## src/rtl/clk_ratio_meter_pkg.sv

```systemverilog
// Shared definitions for the clock ratio meter: FSM encoding and the
// match-counter width helper.
package clk_meter_pkg;

    typedef enum logic [1:0] {
        IDLE    = 2'd0,
        ARM     = 2'd1,
        MEASURE = 2'd2
    } state_e;

    // Bits needed to count 0..lock_cnt consecutive matching periods.
    function automatic int match_width(input int lock_cnt);
        return $clog2(lock_cnt + 1);
    endfunction

endpackage

```

## src/rtl/clk_ratio_meter_if.sv

```systemverilog
// Measurement bus of the clock ratio meter: signal under test and enable in,
// period/high-time results and status flags out.
interface clk_ratio_meter_if #(
    parameter int CNT_W = 16
);
    logic             sig_in;
    logic             meas_en;
    logic [CNT_W-1:0] period;
    logic [CNT_W-1:0] high_time;
    logic             valid;
    logic             locked;
    logic             timeout;

    modport master (
        output sig_in, meas_en,
        input  period, high_time, valid, locked, timeout
    );

    modport slave (
        input  sig_in, meas_en,
        output period, high_time, valid, locked, timeout
    );
endinterface

```

## src/rtl/clk_ratio_meter_sync_edge_det.sv

```systemverilog
// Multi-flop synchronizer for an asynchronous input plus rising-edge detect
// on the synchronized value.
module sync_edge_det #(
    parameter int SYNC_STAGES = 2
) (
    input  logic clk,
    input  logic rst,
    input  logic sig_i,
    output logic sync_out_o,
    output logic edge_o
);
    logic [SYNC_STAGES-1:0] sync_q;
    logic [SYNC_STAGES-1:0] sync_d;
    logic                   prev_q;

    generate
        for (genvar gi = 0; gi < SYNC_STAGES; gi++) begin : g_sync
            if (gi == 0) begin : g_first
                assign sync_d[gi] = sig_i;
            end else begin : g_rest
                assign sync_d[gi] = sync_q[gi-1];
            end
        end
    endgenerate

    always_ff @(posedge clk or negedge rst) begin
        if (!rst) begin
            sync_q <= '0;
            prev_q <= 1'b0;
        end else begin
            sync_q <= sync_d;
            prev_q <= sync_q[SYNC_STAGES-1];
        end
    end

    assign sync_out_o = sync_q[SYNC_STAGES-1];
    assign edge_o     = sync_q[SYNC_STAGES-1] & ~prev_q;

endmodule

```

## src/rtl/clk_ratio_meter.sv

```systemverilog
// Measures period and high time of a slow clock-derived input in system-clock
// cycles, with lock (stable period) and timeout (input stopped) status.
module clk_ratio_meter
    import clk_meter_pkg::*;
#(
    parameter int CNT_W       = 16,
    parameter int LOCK_CNT    = 4,
    parameter int SYNC_STAGES = 2
) (
    input  logic              clk,
    input  logic              rst,
    clk_ratio_meter_if.slave  bus
);
    localparam int             MW       = match_width(LOCK_CNT);
    localparam logic [CNT_W-1:0] CNT_MAX  = '1;
    localparam logic [CNT_W-1:0] CNT_ONE  = CNT_W'(1);
    localparam logic [MW-1:0]    LOCK_MAX = MW'(LOCK_CNT);
    localparam logic [MW-1:0]    M_ONE    = MW'(1);

    state_e           state_q, state_d;
    logic [CNT_W-1:0] cnt_q, cnt_d;
    logic [CNT_W-1:0] hcnt_q, hcnt_d;
    logic [MW-1:0]    match_q, match_d;
    logic [CNT_W-1:0] period_q, period_d;
    logic [CNT_W-1:0] high_q, high_d;
    logic             valid_q, valid_d;
    logic             locked_q, locked_d;
    logic             timeout_q, timeout_d;

    logic             sync_out;
    logic             edge_det;
    logic [CNT_W:0]   cnt_inc, hcnt_inc;
    logic [CNT_W-1:0] cnt_sat, hcnt_sat;
    logic [MW-1:0]    match_inc;

    sync_edge_det #(.SYNC_STAGES(SYNC_STAGES)) u_sync (
        .clk        (clk),
        .rst        (rst),
        .sig_i      (bus.sig_in),
        .sync_out_o (sync_out),
        .edge_o     (edge_det)
    );

    // One extra bit of headroom so the counters clamp instead of wrapping.
    assign cnt_inc   = {1'b0, cnt_q} + (CNT_W+1)'(1);
    assign hcnt_inc  = {1'b0, hcnt_q} + {{CNT_W{1'b0}}, sync_out};
    assign cnt_sat   = cnt_inc[CNT_W]  ? CNT_MAX : cnt_inc[CNT_W-1:0];
    assign hcnt_sat  = hcnt_inc[CNT_W] ? CNT_MAX : hcnt_inc[CNT_W-1:0];
    assign match_inc = (match_q == LOCK_MAX) ? LOCK_MAX : match_q + M_ONE;

    always_comb begin
        state_d   = state_q;
        cnt_d     = cnt_q;
        hcnt_d    = hcnt_q;
        match_d   = match_q;
        period_d  = period_q;
        high_d    = high_q;
        valid_d   = 1'b0;
        timeout_d = timeout_q;

        if (!bus.meas_en) begin
            state_d = IDLE;
            cnt_d   = '0;
            hcnt_d  = '0;
            match_d = '0;
        end else begin
            case (state_q)
                IDLE: begin
                    state_d = ARM;
                    cnt_d   = '0;
                    hcnt_d  = '0;
                end
                ARM: begin
                    if (edge_det) begin
                        state_d = MEASURE;
                        cnt_d   = '0;
                        hcnt_d  = CNT_ONE;
                    end else begin
                        cnt_d = cnt_sat;
                        if (cnt_sat == CNT_MAX) begin
                            timeout_d = 1'b1;
                            match_d   = '0;
                        end
                    end
                end
                MEASURE: begin
                    // An edge in the saturating cycle still reports a result.
                    if (edge_det) begin
                        period_d  = cnt_sat;
                        high_d    = hcnt_q;
                        valid_d   = 1'b1;
                        timeout_d = 1'b0;
                        cnt_d     = '0;
                        hcnt_d    = CNT_ONE;
                        if (match_q == '0 || cnt_sat != period_q) begin
                            match_d = M_ONE;
                        end else begin
                            match_d = match_inc;
                        end
                    end else begin
                        cnt_d  = cnt_sat;
                        hcnt_d = hcnt_sat;
                        if (cnt_sat == CNT_MAX) begin
                            timeout_d = 1'b1;
                            match_d   = '0;
                            state_d   = ARM;
                        end
                    end
                end
                default: state_d = IDLE;
            endcase
        end

        locked_d = (match_d == LOCK_MAX);
    end

    always_ff @(posedge clk or negedge rst) begin
        if (!rst) begin
            state_q   <= IDLE;
            cnt_q     <= '0;
            hcnt_q    <= '0;
            match_q   <= '0;
            period_q  <= '0;
            high_q    <= '0;
            valid_q   <= 1'b0;
            locked_q  <= 1'b0;
            timeout_q <= 1'b0;
        end else begin
            state_q   <= state_d;
            cnt_q     <= cnt_d;
            hcnt_q    <= hcnt_d;
            match_q   <= match_d;
            period_q  <= period_d;
            high_q    <= high_d;
            valid_q   <= valid_d;
            locked_q  <= locked_d;
            timeout_q <= timeout_d;
        end
    end

    assign bus.period    = period_q;
    assign bus.high_time = high_q;
    assign bus.valid     = valid_q;
    assign bus.locked    = locked_q;
    assign bus.timeout   = timeout_q;

endmodule

```

## src/flat_wrapper.sv

```systemverilog
// flat-port wrapper written by rule: the top's interface ports become plain ports
module clk_ratio_meter_flat import clk_meter_pkg::*;
#(
    parameter int CNT_W       = 16,
    parameter int LOCK_CNT    = 4,
    parameter int SYNC_STAGES = 2
)
  (clk, rst, bus_sig_in, bus_meas_en, bus_period, bus_high_time, bus_valid, bus_locked, bus_timeout);
  clk_ratio_meter_if #(.CNT_W(CNT_W)) bus_i ();
  input  logic clk;
  input  logic rst;
  input wire logic [$bits(bus_i.sig_in)-1:0] bus_sig_in;
  input wire logic [$bits(bus_i.meas_en)-1:0] bus_meas_en;
  output wire logic [$bits(bus_i.period)-1:0] bus_period;
  output wire logic [$bits(bus_i.high_time)-1:0] bus_high_time;
  output wire logic [$bits(bus_i.valid)-1:0] bus_valid;
  output wire logic [$bits(bus_i.locked)-1:0] bus_locked;
  output wire logic [$bits(bus_i.timeout)-1:0] bus_timeout;
  assign bus_i.sig_in = bus_sig_in;
  assign bus_i.meas_en = bus_meas_en;
  assign bus_period = bus_i.period;
  assign bus_high_time = bus_i.high_time;
  assign bus_valid = bus_i.valid;
  assign bus_locked = bus_i.locked;
  assign bus_timeout = bus_i.timeout;
  clk_ratio_meter #(.CNT_W(CNT_W), .LOCK_CNT(LOCK_CNT), .SYNC_STAGES(SYNC_STAGES)) u_core (.clk(clk), .rst(rst), .bus(bus_i));
endmodule
```

## config.mk

```make
export PLATFORM = sky130hd
export DESIGN_NAME = clk_ratio_meter_flat
export DESIGN_NICKNAME = d
export VERILOG_FILES = /design/src/rtl/clk_ratio_meter_pkg.sv /design/src/rtl/clk_ratio_meter_if.sv /design/src/rtl/clk_ratio_meter_sync_edge_det.sv /design/src/rtl/clk_ratio_meter.sv /design/src/flat_wrapper.sv
export SDC_FILE = /design/constraint.sdc
export NUM_CORES = 1
export LEC_CHECK = 0
export CAP_MARGIN = 5
export CORE_MARGIN = 4
export CORE_UTILIZATION = 50
export DETAILED_ROUTE_END_ITERATION = 10
export MAX_ROUTING_LAYER = met4
export PLACE_DENSITY = 0.71
export SYNTH_ARGS = -nofsm -noshare
export SYNTH_HDL_FRONTEND = slang
export SYNTH_SLANG_ARGS = --single-unit
```

## constraint.sdc

```tcl
create_clock -name clk -period 8.8 [get_ports clk]
set_input_delay 1.76 -clock clk [delete_from_list [all_inputs] [get_ports clk]]
set_output_delay 1.76 -clock clk [all_outputs]
set_load 0.01 [all_outputs]
```

==> flow_summary.yaml, run 1 <==
run_status:
  status: "finished clean"
timing:
  fin_hold_ws_ns: 0.3657
  relSlewSlack: 0.1681
  max_freq_mhz: 235.1
  setup_violations: 0
  setup_ws_ns: 4.547
  hold_violations: 0
  timing.setup.tns_ns: 0
  fin_crit_sh: 0.4833
  rsz0062_at_grt: "no"
  final_max_slew_viol_count: 0
  min_period_ns: 4.253
  tightest_slew_ns: 1.242
  skew_ns: 0.01533
critical_path:
  cp-end-kind: "register"
  worstPathRequired_ns: 9.05
  crit_type: "in -> reg"
  cp_max_fo: 19
  rrSetupSlack_ns: 4.61
  cp_data_arrival_time_ns: 4.50
  startpoint_type: "input pin"
logic_synthesis:
  synth_cell_types: 53
  synthCells: 522
  synthMuxAreaShare: 0.01844
  synthDominantCellAreaShare: 0.4323
  synthSimpleGateAreaFrac: 0.2545
  synth-main-ff-cell: "dfrtp_1"
  synthArstFlopShare: 1.000
  ys_warn_count: 0
  synth_top_family_by_area: "simple AND/OR/NAND/NOR gates"
  synth_seq_cells: 75
  synth_edf_count: 0
  synthXorXnorAreaFrac: 0.03429
  netlist_area_um2: 4342
  syn_nets: 535
  synth_area_leaders: "dfrtp_1, nand2_1, o21ai_0"
  avgSynthCellArea_um2: 8.317
  synth-seq-area-share: 0.4323
  synthAdderAreaFrac: 0.02594
  synth_largest_area_cell: "dfrtp_1"
  synth_compound_area_frac: 0.1850
die:
  die_w_um: 101.2
  rows: 33
  coreArea_um2: 8341
  io_pins: 39
  fp.dieArea_um2: 10240
  start_util: 0.5206
  dieHeight_um: 101.2
route:
  via_count: 3797
  route.detailed.wl_per_inst_um: 16.50
  drc: 0
  firstDrtPassIters: 4
  finalWirelength_mm: 10.76
  final_antenna_net_count: 0
  drt_iter0_markers: 216
  via_per_inst: 5.824
placed_design:
  io_buffers: 38
  hpwl_mm: 7.307
  pre_cts_slack_ns: 4.200
  gp_congestion: 0.9423
grt:
  grt_usage: 0.2310
  grt_max_degree: 76
  antenna_found_initial: 0
  first_global_vias: 3774
  gr-total-overflow: 0
  grt_pass1_wl_mm: 18.53
cells_and_area:
  utilization: 0.5918
  area_delta_synth_final_pct: 13.69
  nNetsFinal: 555
  antenna_cells: 0
  drive_gt1_frac: 0.05119
power:
  power_leakage_nw: 2.166
  ir_drop_mv: 0.08279
  power_density_nw_per_um2: 148.4
clock_tree:
  cts_resized: 0
  cts_setup_buffers: 0
  worstSkewPairLatency_ns: 0.35
  root_buffer: "clkbuf_8"
  cts.sinks: 75
  cts_buffers: 9
  cts_tree: "done"
  cts_buffer_depth: 2
  ctsHoldBuffers: 0
  clkSlewWorstSetupHoldPaths_ns: 0.08
  htreeDepth: 3
worst_hold_path:
  min_path_type: "reg -> reg"
job:
  drv_cap: 0
## flip-flops by register name, summed over array words and instances (netlist names), 2 cells and up
register,count
u_core.hcnt_q,16
u_core.u_sync.sync_q,2
u_core.state_q,2
u_core.cnt_q,16
u_core.bus.high_time,16
u_core.bus.period,16
u_core.match_q,3
## through the flow
| stage | power (W) | instance area (µm²) | std cells |
|---|---|---|---|
| final | 0.0007327 | 4936 | 652 |
| after global routing | 0.0007694 | 4936 | 652 |
| after CTS | 0.0007394 | 4936 | 652 |
| after detailed placement | 0.0004660 | 4733 | 636 |
| after global placement | 0.0004628 | 4733 | 636 |
| after floorplan | 0.0004296 | 4342 | 522 |
## final timing paths
path                                      endpoint                    start  cells past startpoint
max                               u_core.hcnt_q[2]              bus_meas_en                      7
min                        u_core.u_sync.sync_q[1]  u_core.u_sync.sync_q[0]                      0
max reg2reg                      u_core.bus.locked          u_core.cnt_q[0]                     10
min reg2reg                u_core.u_sync.sync_q[1]  u_core.u_sync.sync_q[0]                      0
max in group asynchronous     u_core.bus.period[8]                      rst                      1
min in group asynchronous     u_core.bus.period[0]                      rst                      1
## cell usage in the layout (no fill, tap or decap), drive strengths merged, types with 7 or more instances in the layout
master           n
nor3             9
nand4           12
nor4             9
a21o             8
mux2i            8
a22o             7
xnor2           13
nand3           19
a31oi           10
clkbuf          11
inv             21
a21oi           28
and3            11
nand2          109
nor2            31
ha               9
clkdlybuf4s50   37
o21ai           53
dfrtp           75
## cell families (layout without fill, tap and decap cells)
group                      count (synthesis)  count (layout)
AOI/OAI and AO/OA                        131             131
xor gates and xnor gates                  17              17
adders and majority gates                  9               9
buffers and inverters                     52              77
DFF                                       75              75
muxes                                      8               8
and+or+nand+nor                          230             230
## critical path, stage by stage
cell	delay (ns)
clkdlybuf4s50_1	0.69
nand2_1	0.17
nor2_1	0.69
nand3_1	0.69
o21ai_0	0.35
nand2_1	0.08
o21ai_0	0.07
## power breakdown
part           switching [W]  internal [W]  leakage (nW)
combinational      0.0000555     0.0000364          1.03
sequential         0.0000140      0.000353          1.04
clock               0.000134      0.000141         0.104
total               0.000203      0.000530          2.17
## area by class of cell
cell class	count	area, µm²
Clock buffer	11	141.4
Tap cell	105	131.4
Multi-Input combinational cell	395	2250
Timing Repair Buffer	41	400.4
Sequential cell	75	1877
Inverter	20	75.07
Clock inverter	5	61.31
Fill cell	763	3405
## cells in the mapped netlist (3+ instances only)
cell type    n
nand2_1    109
dfrtp_1     75
o21ai_0     52
nor2_1      31
a21oi_1     28
clkbuf_1    22
inv_1       20
nand3_1     19
xnor2_1     13
and3_1      11
a31oi_1     10
nand4_1     10
ha_1         9
nor3_1       9
a21o_1       8
mux2i_1      8
nor4_1       8
a22o_1       7
buf_2        6
nand2b_1     5
nor2b_1      4
nor3b_1      4
o211ai_1     4
xor2_1       4
buf_4        3
o31ai_1      3
## metal layers
metal,global-route usage,part of all wire,wire length [µm],up-vias
met5,-,0,0,-
met4,0.08078,0.018,198,0
met3,0.03857,0.033,350,15
met2,0.3592,0.49,5263,77
met1,0.3066,0.46,4943,1832
li1,-,-,-,1873
Note: power is estimated with default switching activity, not from simulation.
==> run 2, diff against run 1 <==
Settings changed: PLACE_DENSITY 0.71 to 0.74.
Clock period 8.8 ns to 3.7 ns, I/O delays scaled along.
==> flow_summary.yaml, run 2 (synthesis gave the netlist of run 1 again) <==
placed_design:
  io_buffers: 38
  dp_cells: 653
  hpwl_mm: 8.068
  gp_congestion: 0.9894
  place_area_um2: 4861
die:
  dieHeight_um: 101.2
  die_w_um: 101.2
  fp.dieArea_um2: 10240
  rows: 33
  coreArea_um2: 8341
  start_util: 0.5206
  io_pins: 39
critical_path:
  cp-end-kind: "register"
  cp_data_arrival_time_ns: 3.42
  crit_type: "reg -> reg"
  startpoint_type: "register"
  cp_max_fo: 11
  worstPathRequired_ns: 3.92
grt:
  grt_pass1_wl_mm: 18.92
  grt_use_met1: 0.3024
  grt_usage: 0.2395
  grtUsageMet3: 0.03306
  first_global_vias: 3806
  busiest_layer: "met2"
  grt_max_degree: 76
  grt_util_met2: 0.3949
  antenna_found_initial: 0
  gr-total-overflow: 0
timing:
  rsz0062_at_grt: "no"
  timing.setup.tns_ns: 0
  hold_violations: 0
  fin_crit_sh: 0.8647
  tightest_slew_ns: 0.9703
  skew_ns: 0.01305
  max_freq_mhz: 312.5
  final_max_slew_viol_count: 0
  min_period_ns: 3.200
  setup_violations: 0
  relSlewSlack: 0.3531
route:
  via_count: 3928
  drt_iter0_markers: 165
  final_antenna_net_count: 0
  drc: 0
  via_per_inst: 5.871
  finalWirelength_mm: 11.52
  route.detailed.wl_per_inst_um: 17.22
  firstDrtPassIters: 5
clock_tree:
  cts_tree: "done"
  worstSkewPairLatency_ns: 0.35
  cts_buffers: 9
  cts.sinks: 75
  cts_resized: 0
  cts_buffer_depth: 2
  cts_setup_buffers: 0
  root_buffer: "clkbuf_8"
  ctsHoldBuffers: 0
  clkSlewWorstSetupHoldPaths_ns: 0.09
  htreeDepth: 3
power:
  ir_drop_mv: 0.2025
  p_clk_frac: 0.347
  p_sw_w: 0.0005105
  power_leakage_nw: 2.235
  intPower_w: 0.001186
  sw_frac_of_total: 0.3010
  combPwrFrac: 0.143
  p_seq_frac: 0.509
  power_density_nw_per_um2: 336.3
  fin_total_pwr_w: 0.001696
cells_and_area:
  finalNonFillerCells: 669
  finalInstanceArea_um2: 5044
  area_delta_synth_final_pct: 16.17
  layout_commonest_cell: "nand2_1"
  antenna_cells: 0
  drive_gt1_frac: 0.08156
  fillers: 739
  layout_common_cells: "nand2_1, dfrtp_1, o21ai_0"
  nNetsFinal: 572
run_status:
  status: "finished clean"
worst_hold_path:
  min_path_type: "reg -> reg"
job:
  drv_cap: 0
-- run 2: routing by layer --
metal  vias to the layer above  share of wire
li1                       1902              -
met1                      1895           0.44
met2                       105           0.50
met3                        26          0.033
met4                         0          0.023
met5                         -              0
-- run 2: worst paths after layout --
kind	endpoint	cells after the start	start	slack, ns
max	u_core.bus.locked	9	u_core.cnt_q[4]	0.50
min	u_core.u_sync.sync_q[1]	0	u_core.u_sync.sync_q[0]	0.37
max reg2reg	u_core.bus.locked	9	u_core.cnt_q[4]	0.50
min reg2reg	u_core.u_sync.sync_q[1]	0	u_core.u_sync.sync_q[0]	0.37
max in group asynchronous	u_core.cnt_q[13]	1	rst	2.52
min in group asynchronous	u_core.cnt_q[5]	1	rst	0.52
-- run 2: per-stage QoR --
step	worst slack, ns	hold slack (ns)	utilization
global route	0.2617	0.3859	0.6047
detailed placement	0.5679	0.3479	0.5828
finish	0.5005	0.3651	0.6047
global placement	0.6487	0.3381	0.5828
floorplan	0.5587	0.3312	-
CTS	0.5434	0.3688	0.6047
-- run 2: critical path, cell delays in order (launching register included) --
cell and delay, ns:
dfrtp_1 0.54, nand4_2 0.23, or4_1 0.77, o21ai_2 0.12, a32oi_1 0.11, nor4_1 0.29
o211ai_1 0.17, or3_1 0.43, a221oi_2 0.32, nor4b_2 0.08
-- run 2: area by class of cell --
cell class,instances,area [µm²],share of cell area
multi-input combinational,395,2250,0.4460
sequential,75,1877,0.3721
timing repair buffer,58,528.0,0.1047
tap,105,131.4,0.02605
clock buffer,9,123.9,0.02456
inverter,20,75.07,0.01488
clock inverter,7,58.81,0.01166
-- run 2: power groups by stage --
stage	clock network [W]	logic, W	registers, W
after global routing	0.000645	0.000271	0.000868
after detailed placement	0	0.000242	0.000881
after global placement	0	0.000237	0.000880
after floorplan	0	0.000140	0.000882
after CTS	0.000609	0.000243	0.000864
final	0.000589	0.000243	0.000864
==> run 3, diff against run 2 <==
Settings changed: GPL_TIMING_DRIVEN from default to 0.
==> flow_summary.yaml, run 3 (synthesis gave the netlist of run 1 again) <==
power:
  power_density_nw_per_um2: 349.2
  combPwrFrac: 0.135
  power_leakage_nw: 2.278
  p_sw_w: 0.0005411
  intPower_w: 0.001255
  fin_total_pwr_w: 0.001796
  p_clk_frac: 0.382
  ir_drop_mv: 0.2407
  sw_frac_of_total: 0.3012
  p_seq_frac: 0.483
timing:
  fin_crit_sh: 0.9319
  final_max_slew_viol_count: 0
  fin_hold_ws_ns: 0.2358
  rsz0062_at_grt: "no"
  skew_ns: 0.01208
  relSlewSlack: 0.5845
  timing.setup.tns_ns: 0
  min_period_ns: 3.448
  setup_violations: 0
  tightest_slew_ns: 0.6204
  max_freq_mhz: 290.0
  hold_violations: 0
die:
  coreArea_um2: 8341
  fp.dieArea_um2: 10240
  die_w_um: 101.2
  dieHeight_um: 101.2
  start_util: 0.5206
  io_pins: 39
  rows: 33
critical_path:
  crit_type: "reg -> reg"
  slowest_stage: "or4_1"
  max_stage_delay_ns: 0.55
  startpoint_type: "register"
  cp-end-kind: "register"
  cp_data_arrival_time_ns: 3.72
  rrSetupSlack_ns: 0.25
  crit_chain: "ha_1, buf_4, nand4_4, or4_1, buf_2, clkbuf_1, a31oi_1, nand4_1, o21ai_0, a221oi_4, nor4b_2"
  worstPathRequired_ns: 3.97
  cp_max_fo: 10
grt:
  grt_max_degree: 59
  grt_pass1_wl_mm: 19.67
  grt_usage: 0.2507
  gr-total-overflow: 0
  first_global_vias: 3939
  antenna_found_initial: 0
clock_tree:
  clkSlewWorstSetupHoldPaths_ns: 0.10
  htreeDepth: 3
  ctsHoldBuffers: 0
  cts_buffers: 9
  root_buffer: "clkbuf_8"
  cts_buffer_depth: 2
  cts.sinks: 75
  cts_setup_buffers: 0
  cts_tree: "done"
  worstSkewPairLatency_ns: 0.37
cells_and_area:
  regArea_um2: 1878
  multi_input_area_um2: 2300
  finalNonFillerCells: 683
  layout_commonest_cell: "nand2_1"
  fillers: 770
  nNetsFinal: 586
  layout_common_cells: "nand2_1, dfrtp_1, o21ai_0"
  antenna_cells: 0
  area_delta_synth_final_pct: 18.47
  drive_gt1_frac: 0.07093
placed_design:
  hpwl_mm: 8.437
  dp_cells: 666
  gp_congestion: 0.9646
  io_buffers: 38
route:
  final_antenna_net_count: 0
  drt_iter0_markers: 173
  firstDrtPassIters: 6
  via_count: 3950
  drc: 0
  via_per_inst: 5.783
  finalWirelength_mm: 11.67
  route.detailed.wl_per_inst_um: 17.09
job:
  drv_cap: 0
worst_hold_path:
  min_path_type: "in -> async"
run_status:
  status: "finished clean"
[run 3: changes by cell type in the layout (fill, tap and decap cells not counted), sizes merged]
cell | previous run | this run
buf | 21 | 11
bufinv | 0 | 1
clkbuf | 9 | 33
clkinv | 2 | 0
inv | 23 | 24
[run 3: final timing paths]
kind                                            to  depth (start not counted)                     from
setup / recovery                 u_core.bus.locked                         11          u_core.cnt_q[0]
hold / removal                    u_core.cnt_q[11]                          1                      rst
setup reg to reg                 u_core.bus.locked                         11          u_core.cnt_q[0]
hold reg to reg            u_core.u_sync.sync_q[1]                          0  u_core.u_sync.sync_q[0]
max in group asynchronous     u_core.bus.period[8]                          2                      rst
min in group clk           u_core.u_sync.sync_q[1]                          0  u_core.u_sync.sync_q[0]
[run 3: cell type report]
| class | count | share of cell area |
|---|---|---|
| multi-input combinational | 395 | 0.4471 |
| sequential | 75 | 0.3651 |
| timing repair buffer | 40 | 0.08027 |
| buffer | 32 | 0.02724 |
| tap | 105 | 0.02554 |
| clock buffer | 9 | 0.02408 |
| clock inverter | 7 | 0.01605 |
| inverter | 20 | 0.01459 |
[run 3: what timing repair did]
action / in CTS / in global routing
endpoints found under the setup margin: 3 / 4
gates cloned: 0 / 0
resized for setup: 3 / 3
[run 3: metal layers]
metal  GRT usage  up-vias  routed length [µm]
met5           -        -                   0
met4     0.09202        0                 253
met3     0.03719       23                 415
met2      0.4009       87                5772
met1      0.3243     1905                5231
li1            -     1935                   -
[run 3: per-stage QoR]
step                      utilization  area, µm²  setup slack (ns)
final                          0.6167       5144            0.2520
after detailed placement       0.5857       4885           -0.2083
after CTS                      0.6133       5115           0.05870
after global placement         0.5819       4853           -0.8321
after global routing           0.6167       5144           0.02600
after floorplan                     -       4342            0.5587
[run 3: worst max-delay path, delay by kind of cell (launching register included)]
kind | cells | cell delay (ns)
and+or+nand+nor | 4 | 1.26
buffers and inverters | 3 | 0.67
DFF | 1 | 0.47
adders and majority gates | 1 | 0.17
AOI/OAI and AO/OA | 3 | 0.77
[run 3: power by group through the flow]
stage | Sequential (W) | Combinational [W] | Clock, W
floorplan | 0.000882 | 0.000140 | 0
global placement | 0.000883 | 0.000231 | 0
detailed placement | 0.000884 | 0.000239 | 0
CTS | 0.000868 | 0.000241 | 0.000698
global route | 0.000871 | 0.000272 | 0.000735
finish | 0.000868 | 0.000243 | 0.000685
